--- src/rtl/mem_arb_pkg.sv ---
// Shared types and constants for the unified-memory arbiter.
package mem_arb_pkg;
  localparam int STREAK_W = 4;

  typedef enum logic [1:0] {ARB_IDLE, ARB_ISSUE, ARB_WAIT, ARB_DONE} arb_state_t;
  typedef enum logic {OWN_FETCH, OWN_DATA} arb_owner_t;
endpackage

--- src/rtl/mem_arbiter_if.sv ---
// Bundle of fetch port, data port, memory-side handshake and stall outputs.
interface mem_arbiter_if #(
  parameter int ADDR_W = 32,
  parameter int DATA_W = 32
);
  logic              if_req;
  logic [ADDR_W-1:0] if_addr;
  logic [DATA_W-1:0] if_rdata;
  logic              if_valid;
  logic              dm_req;
  logic              dm_we;
  logic [ADDR_W-1:0] dm_addr;
  logic [DATA_W-1:0] dm_wdata;
  logic [DATA_W-1:0] dm_rdata;
  logic              dm_valid;
  logic              mem_req;
  logic              mem_we;
  logic [ADDR_W-1:0] mem_addr;
  logic [DATA_W-1:0] mem_wdata;
  logic              mem_ready;
  logic              mem_rvalid;
  logic [DATA_W-1:0] mem_rdata;
  logic              stall_f;
  logic              stall_m;

  modport master (
    input  if_req, if_addr, dm_req, dm_we, dm_addr, dm_wdata,
           mem_ready, mem_rvalid, mem_rdata,
    output if_rdata, if_valid, dm_rdata, dm_valid,
           mem_req, mem_we, mem_addr, mem_wdata, stall_f, stall_m
  );

  modport slave (
    output if_req, if_addr, dm_req, dm_we, dm_addr, dm_wdata,
           mem_ready, mem_rvalid, mem_rdata,
    input  if_rdata, if_valid, dm_rdata, dm_valid,
           mem_req, mem_we, mem_addr, mem_wdata, stall_f, stall_m
  );
endinterface

--- src/rtl/mem_arb_streak_ctr.sv ---
// Saturating count of consecutive data grants made while fetch was waiting.
module mem_arb_streak_ctr
  import mem_arb_pkg::*;
#(
  parameter int MAX_STREAK = 4
) (
  input  logic clk,
  input  logic rst_n,
  input  logic inc,
  input  logic clr,
  output logic at_max
);
  logic [STREAK_W-1:0] count_reg;

  assign at_max = (count_reg == STREAK_W'(MAX_STREAK));

  always_ff @(posedge clk) begin
    if (!rst_n) begin
      count_reg <= '0;
    end else if (clr) begin
      count_reg <= '0;
    end else if (inc && !at_max) begin
      count_reg <= count_reg + 1'b1;
    end
  end
endmodule

--- src/rtl/mem_arbiter.sv ---
// Serialises fetch and data-port accesses onto one single-ported memory,
// one outstanding transaction at a time, with a bounded data-priority streak.
module mem_arbiter
  import mem_arb_pkg::*;
#(
  parameter int ADDR_W     = 32,
  parameter int DATA_W     = 32,
  parameter int MAX_STREAK = 4
) (
  input logic           clk,
  input logic           rst_n,
  mem_arbiter_if.master bus
);
  arb_state_t        state_reg, state_next;
  arb_owner_t        owner_reg, owner_next;
  logic              we_reg, we_next;
  logic [ADDR_W-1:0] addr_reg, addr_next;
  logic [DATA_W-1:0] wdata_reg, wdata_next;
  logic [DATA_W-1:0] if_rdata_reg, dm_rdata_reg;
  logic              if_valid_reg, dm_valid_reg;
  logic              streak_inc, streak_clr, streak_at_max;
  logic              capture;

  mem_arb_streak_ctr #(.MAX_STREAK(MAX_STREAK)) u_streak (
    .clk    (clk),
    .rst_n  (rst_n),
    .inc    (streak_inc),
    .clr    (streak_clr),
    .at_max (streak_at_max)
  );

  always_comb begin
    state_next = state_reg;
    owner_next = owner_reg;
    we_next    = we_reg;
    addr_next  = addr_reg;
    wdata_next = wdata_reg;
    streak_inc = 1'b0;
    streak_clr = 1'b0;
    case (state_reg)
      ARB_IDLE: begin
        // Data normally wins; fetch is forced through once the streak saturates.
        if (bus.dm_req && !(bus.if_req && streak_at_max)) begin
          state_next = ARB_ISSUE;
          owner_next = OWN_DATA;
          we_next    = bus.dm_we;
          addr_next  = bus.dm_addr;
          wdata_next = bus.dm_wdata;
          streak_inc = bus.if_req;
          streak_clr = !bus.if_req;
        end else if (bus.if_req) begin
          state_next = ARB_ISSUE;
          owner_next = OWN_FETCH;
          we_next    = 1'b0;
          addr_next  = bus.if_addr;
          wdata_next = '0;
          streak_clr = 1'b1;
        end else begin
          streak_clr = 1'b1;
        end
      end
      ARB_ISSUE: if (bus.mem_ready)  state_next = ARB_WAIT;
      ARB_WAIT:  if (bus.mem_rvalid) state_next = ARB_DONE;
      ARB_DONE:  state_next = ARB_IDLE;
      default:   state_next = ARB_IDLE;
    endcase
  end

  assign capture = (state_reg == ARB_WAIT) && bus.mem_rvalid && !we_reg;

  always_ff @(posedge clk) begin
    if (!rst_n) begin
      state_reg    <= ARB_IDLE;
      owner_reg    <= OWN_FETCH;
      we_reg       <= 1'b0;
      addr_reg     <= '0;
      wdata_reg    <= '0;
      if_rdata_reg <= '0;
      dm_rdata_reg <= '0;
      if_valid_reg <= 1'b0;
      dm_valid_reg <= 1'b0;
    end else begin
      state_reg <= state_next;
      owner_reg <= owner_next;
      we_reg    <= we_next;
      addr_reg  <= addr_next;
      wdata_reg <= wdata_next;
      if (capture && owner_reg == OWN_DATA)  dm_rdata_reg <= bus.mem_rdata;
      if (capture && owner_reg == OWN_FETCH) if_rdata_reg <= bus.mem_rdata;
      // The completion pulse is registered out of DONE, landing one cycle later.
      if_valid_reg <= (state_reg == ARB_DONE) && (owner_reg == OWN_FETCH);
      dm_valid_reg <= (state_reg == ARB_DONE) && (owner_reg == OWN_DATA);
    end
  end

  assign bus.mem_req   = (state_reg == ARB_ISSUE);
  assign bus.mem_we    = we_reg;
  assign bus.mem_addr  = addr_reg;
  assign bus.mem_wdata = wdata_reg;
  assign bus.if_rdata  = if_rdata_reg;
  assign bus.dm_rdata  = dm_rdata_reg;
  assign bus.if_valid  = if_valid_reg;
  assign bus.dm_valid  = dm_valid_reg;
  assign bus.stall_f   = bus.if_req & ~if_valid_reg;
  assign bus.stall_m   = bus.dm_req & ~dm_valid_reg;
endmodule

--- src/flat_wrapper.sv ---
// flat-port wrapper written by rule: the top's interface ports become plain ports
module mem_arbiter_flat import mem_arb_pkg::*;
#(
  parameter int ADDR_W     = 32,
  parameter int DATA_W     = 32,
  parameter int MAX_STREAK = 4
)
  (clk, rst_n, bus_if_req, bus_if_addr, bus_dm_req, bus_dm_we, bus_dm_addr, bus_dm_wdata, bus_mem_ready, bus_mem_rvalid, bus_mem_rdata, bus_if_rdata, bus_if_valid, bus_dm_rdata, bus_dm_valid, bus_mem_req, bus_mem_we, bus_mem_addr, bus_mem_wdata, bus_stall_f, bus_stall_m);
  mem_arbiter_if #(.ADDR_W(ADDR_W), .DATA_W(DATA_W)) bus_i ();
  input logic clk;
  input logic rst_n;
  input wire logic [$bits(bus_i.if_req)-1:0] bus_if_req;
  input wire logic [$bits(bus_i.if_addr)-1:0] bus_if_addr;
  input wire logic [$bits(bus_i.dm_req)-1:0] bus_dm_req;
  input wire logic [$bits(bus_i.dm_we)-1:0] bus_dm_we;
  input wire logic [$bits(bus_i.dm_addr)-1:0] bus_dm_addr;
  input wire logic [$bits(bus_i.dm_wdata)-1:0] bus_dm_wdata;
  input wire logic [$bits(bus_i.mem_ready)-1:0] bus_mem_ready;
  input wire logic [$bits(bus_i.mem_rvalid)-1:0] bus_mem_rvalid;
  input wire logic [$bits(bus_i.mem_rdata)-1:0] bus_mem_rdata;
  output wire logic [$bits(bus_i.if_rdata)-1:0] bus_if_rdata;
  output wire logic [$bits(bus_i.if_valid)-1:0] bus_if_valid;
  output wire logic [$bits(bus_i.dm_rdata)-1:0] bus_dm_rdata;
  output wire logic [$bits(bus_i.dm_valid)-1:0] bus_dm_valid;
  output wire logic [$bits(bus_i.mem_req)-1:0] bus_mem_req;
  output wire logic [$bits(bus_i.mem_we)-1:0] bus_mem_we;
  output wire logic [$bits(bus_i.mem_addr)-1:0] bus_mem_addr;
  output wire logic [$bits(bus_i.mem_wdata)-1:0] bus_mem_wdata;
  output wire logic [$bits(bus_i.stall_f)-1:0] bus_stall_f;
  output wire logic [$bits(bus_i.stall_m)-1:0] bus_stall_m;
  assign bus_i.if_req = bus_if_req;
  assign bus_i.if_addr = bus_if_addr;
  assign bus_i.dm_req = bus_dm_req;
  assign bus_i.dm_we = bus_dm_we;
  assign bus_i.dm_addr = bus_dm_addr;
  assign bus_i.dm_wdata = bus_dm_wdata;
  assign bus_i.mem_ready = bus_mem_ready;
  assign bus_i.mem_rvalid = bus_mem_rvalid;
  assign bus_i.mem_rdata = bus_mem_rdata;
  assign bus_if_rdata = bus_i.if_rdata;
  assign bus_if_valid = bus_i.if_valid;
  assign bus_dm_rdata = bus_i.dm_rdata;
  assign bus_dm_valid = bus_i.dm_valid;
  assign bus_mem_req = bus_i.mem_req;
  assign bus_mem_we = bus_i.mem_we;
  assign bus_mem_addr = bus_i.mem_addr;
  assign bus_mem_wdata = bus_i.mem_wdata;
  assign bus_stall_f = bus_i.stall_f;
  assign bus_stall_m = bus_i.stall_m;
  mem_arbiter #(.ADDR_W(ADDR_W), .DATA_W(DATA_W), .MAX_STREAK(MAX_STREAK)) u_core (.clk(clk), .rst_n(rst_n), .bus(bus_i));
endmodule
--- config.mk ---
export PLATFORM = sky130hd
export DESIGN_NAME = mem_arbiter_flat
export DESIGN_NICKNAME = d
export VERILOG_FILES = /design/src/rtl/mem_arb_pkg.sv /design/src/rtl/mem_arbiter_if.sv /design/src/rtl/mem_arb_streak_ctr.sv /design/src/rtl/mem_arbiter.sv /design/src/flat_wrapper.sv
export SDC_FILE = /design/constraint.sdc
export NUM_CORES = 1
export LEC_CHECK = 0
export CORE_ASPECT_RATIO = 1.2
export CORE_MARGIN = 8
export CORE_UTILIZATION = 55
export CTS_CLUSTER_DIAMETER = 100
export DETAILED_ROUTE_END_ITERATION = 10
export DONT_BUFFER_PORTS = 1
export PLACE_DENSITY = 0.73
export SLEW_MARGIN = 30
export SYNTH_ARGS = -nofsm -noshare
export SYNTH_HDL_FRONTEND = slang
export SYNTH_SLANG_ARGS = --single-unit
--- constraint.sdc ---
create_clock -name clk -period 1.35 [get_ports clk]
set_input_delay 0.27 -clock clk [delete_from_list [all_inputs] [get_ports clk]]
set_output_delay 0.27 -clock clk [all_outputs]
set_load 0.02 [all_outputs]
==> results.cfg <==
[timing]
grt_setup_unrepaired = true
slew_viol_final = 0
fmax_mhz = 672
skew_ns = 0.00976
slew_headroom = 0.474
fin_crit_ns = 1.49
fin_ws_ns = -0.139
worst_pin_slew_ns = 0.790
worst_hold_slack_ns = -0.00472
fin_setup_tns_ns = -6.63
setup_viol = 127
fin_crit_sh = 1.10
hold_viol_final = 3

[cells_and_area]
area_growth_pct = 54.2
nNetsFinal = 899
finish.utilization = 0.869
antenna_cells = 0
design_area_um2 = 8220
drive_gt1_frac = 0.287

[grt]
antenna_found_initial = 0
grt_overflow = 0
grt_pass1_vias = 5313
groute.usage.overall = 0.266
grt_pass1_wl_um = 28000
grt_max_degree = 84

[setup_path]
path_cells = buf_4 > ha_4 > and4b_2 > buf_12 > clkbuf_16 > nand2_1 > a21oi_1
crit_required_ns = 1.69
slowest_delay_ns = 0.34
arrival_ns = 1.83
crit_path_end_kind = register
cp_slowest_cell = dfxtp_2
worst-path-max-fanout = 8
worstSetupStartpointType = register
crit_type = reg2reg
reg2reg_slack_ns = -0.14

[hold_path]
hp-class = in2reg

[clock_tree]
cts_tree = done
clock_latency_ns = 0.42
cts_buffer_depth = 2
clk_pin_slew_worst_paths_ns = 0.06
cts_buffers = 17
clockRootBuffer = clkbuf_16
cts_max_level = 4
cts_sinks = 138

[place]
dp_slack_ns = -0.0519
post_dp_cell_area_um2 = 5630
gp_congestion = 0.827
io_buffer_count = 0
dp_hpwl_um = 11200

[logic_synthesis]
yosysWarnings = 0
synthTopCellsByCount = 165 x nand2_1, 138 x dfxtp_1, 98 x a21oi_1
synth-simple-area-share = 0.183
synth-seq-area-share = 0.518
synthFlopType = dfxtp_1
synth_compound_area_frac = 0.233
syn-num-nets = 814
synth.area.top_cells = dfxtp_1 52%, nand2_1 12%, a21oi_1 9.2%
yosysTopAreaCell = dfxtp_1
netlist_instances = 673
synth.ff_latch_count = 138
synth_adder_area_share = 0.0141
synth_area_um2 = 5330
synth_xor_area_frac = 0
synth_top_family_by_area = compound AO/OA/AOI/OAI gates
yosysMostFrequentCell = nand2_1
syn_avg_cell_area_um2 = 7.93
synth.distinct_cells = 36
synth.top_cell.area_share = 0.518
async_reset_ff_frac = 0
synth_edf_count = 0
synthMuxAreaShare = 0

[job]
maxCapViolCount = 0

[floorplan]
io_pins = 269
rows = 39
die_x_um = 106
fp.dieH_um = 124
core_area_um2 = 9470
initial_core_util = 0.563
dieArea_um2 = 13100

[routing]
wl_per_cell_um = 25.8
ant_nets = 0
drc_errors = 0
routed_wl_um = 23000
firstDrtPassIters = 7
vias_per_cell = 6.58
vias = 5880
drt_iter0_markers = 584

[power_and_ir_drop]
p_leak_nw = 2.88
irDropWorstVdd_mv = 1.69
powerDensity_nw_per_um2 = 1940

[run_status]
failed_checks = negative hold slack, negative setup slack
status = complete, but fails checks
-- cell families after synthesis --
logic type / after synthesis
simple gates: 225
flops: 138
compound gates: 236
buf+inv: 68
fa+ha+maj: 6
-- final timing paths --
kind                                     from  cells past startpoint                                   end
min                                     rst_n                      2   u_core.bus.mem_addr[5]$_SDFFE_PN0P_
max          u_core.state_reg[1]$_SDFFE_PN0P_                      7  u_core.bus.dm_rdata[26]$_SDFFE_PN0P_
min reg2reg     u_core.owner_reg$_SDFFE_PN0P_                      1        u_core.bus.if_valid$_SDFF_PN0_
max reg2reg  u_core.state_reg[1]$_SDFFE_PN0P_                      7  u_core.bus.dm_rdata[26]$_SDFFE_PN0P_
-- layout make-up --
| type | count | area, um^2 |
|---|---|---|
| multi-input cells | 467 | 3060 |
| flip-flops and latches | 138 | 2770 |
| repair buffers | 127 | 1600 |
| fillers | 409 | 1240 |
| clock buffers | 19 | 443 |
| clock inverters | 13 | 166 |
| well taps | 123 | 154 |
| inverters | 7 | 28.8 |
-- critical path, delay by kind of cell (launching register included) --
family / cells / cell delay, ns
AOI/OAI and AO/OA: 1 / 0.15
DFF: 1 / 0.34
and+or+nand+nor: 2 / 0.37
adders and majority gates: 1 / 0.14
buffers and inverters: 3 / 0.42
-- power by group --
| group | total [W] | internal [W] | switching, W |
|---|---|---|---|
| combinational | 0.00493 | 0.00240 | 0.00253 |
| sequential | 0.00616 | 0.00479 | 0.00138 |
| clock | 0.00488 | 0.00297 | 0.00191 |
| total | 0.0160 | 0.0102 | 0.00582 |
-- cells in the final DEF (no fill, tap or decap), drive strengths merged, types with 4 or more instances in the layout --
cell type | synthesis | final
inv | 7 | 10
nand3 | 36 | 36
clkbuf | 44 | 29
a31oi | 34 | 34
nand2 | 165 | 165
dfxtp | 138 | 138
clkinv | 0 | 4
dlygate4sd3 | 0 | 66
ha | 6 | 6
a21oi | 98 | 98
buf | 17 | 50
o21ai | 98 | 98
-- per-stage QoR --
stage,total power [W],std cells
after floorplan,0.00788,673
after global placement,0.00873,765
after detailed placement,0.00888,765
after CTS,0.0141,871
after global routing,0.0164,894
final,0.0160,894
-- routing by layer --
layer	vias up	wire, um	track usage
met5	-	0	0
met3	116	2930	0.111
li1	2516	-	-
met1	2761	7400	0.266
met2	487	11600	0.465
met4	0	1160	0.149
-- repair_timing --
item,in CTS,in global routing
hold buffers,62,5
setup buffers,7,6
gates resized for setup,41,161
pin swaps,40,34
setup endpoints to repair,111,137
gates cloned,5,14
endpoints found under the hold margin,116,7
(Power assumes the default switching activity.)
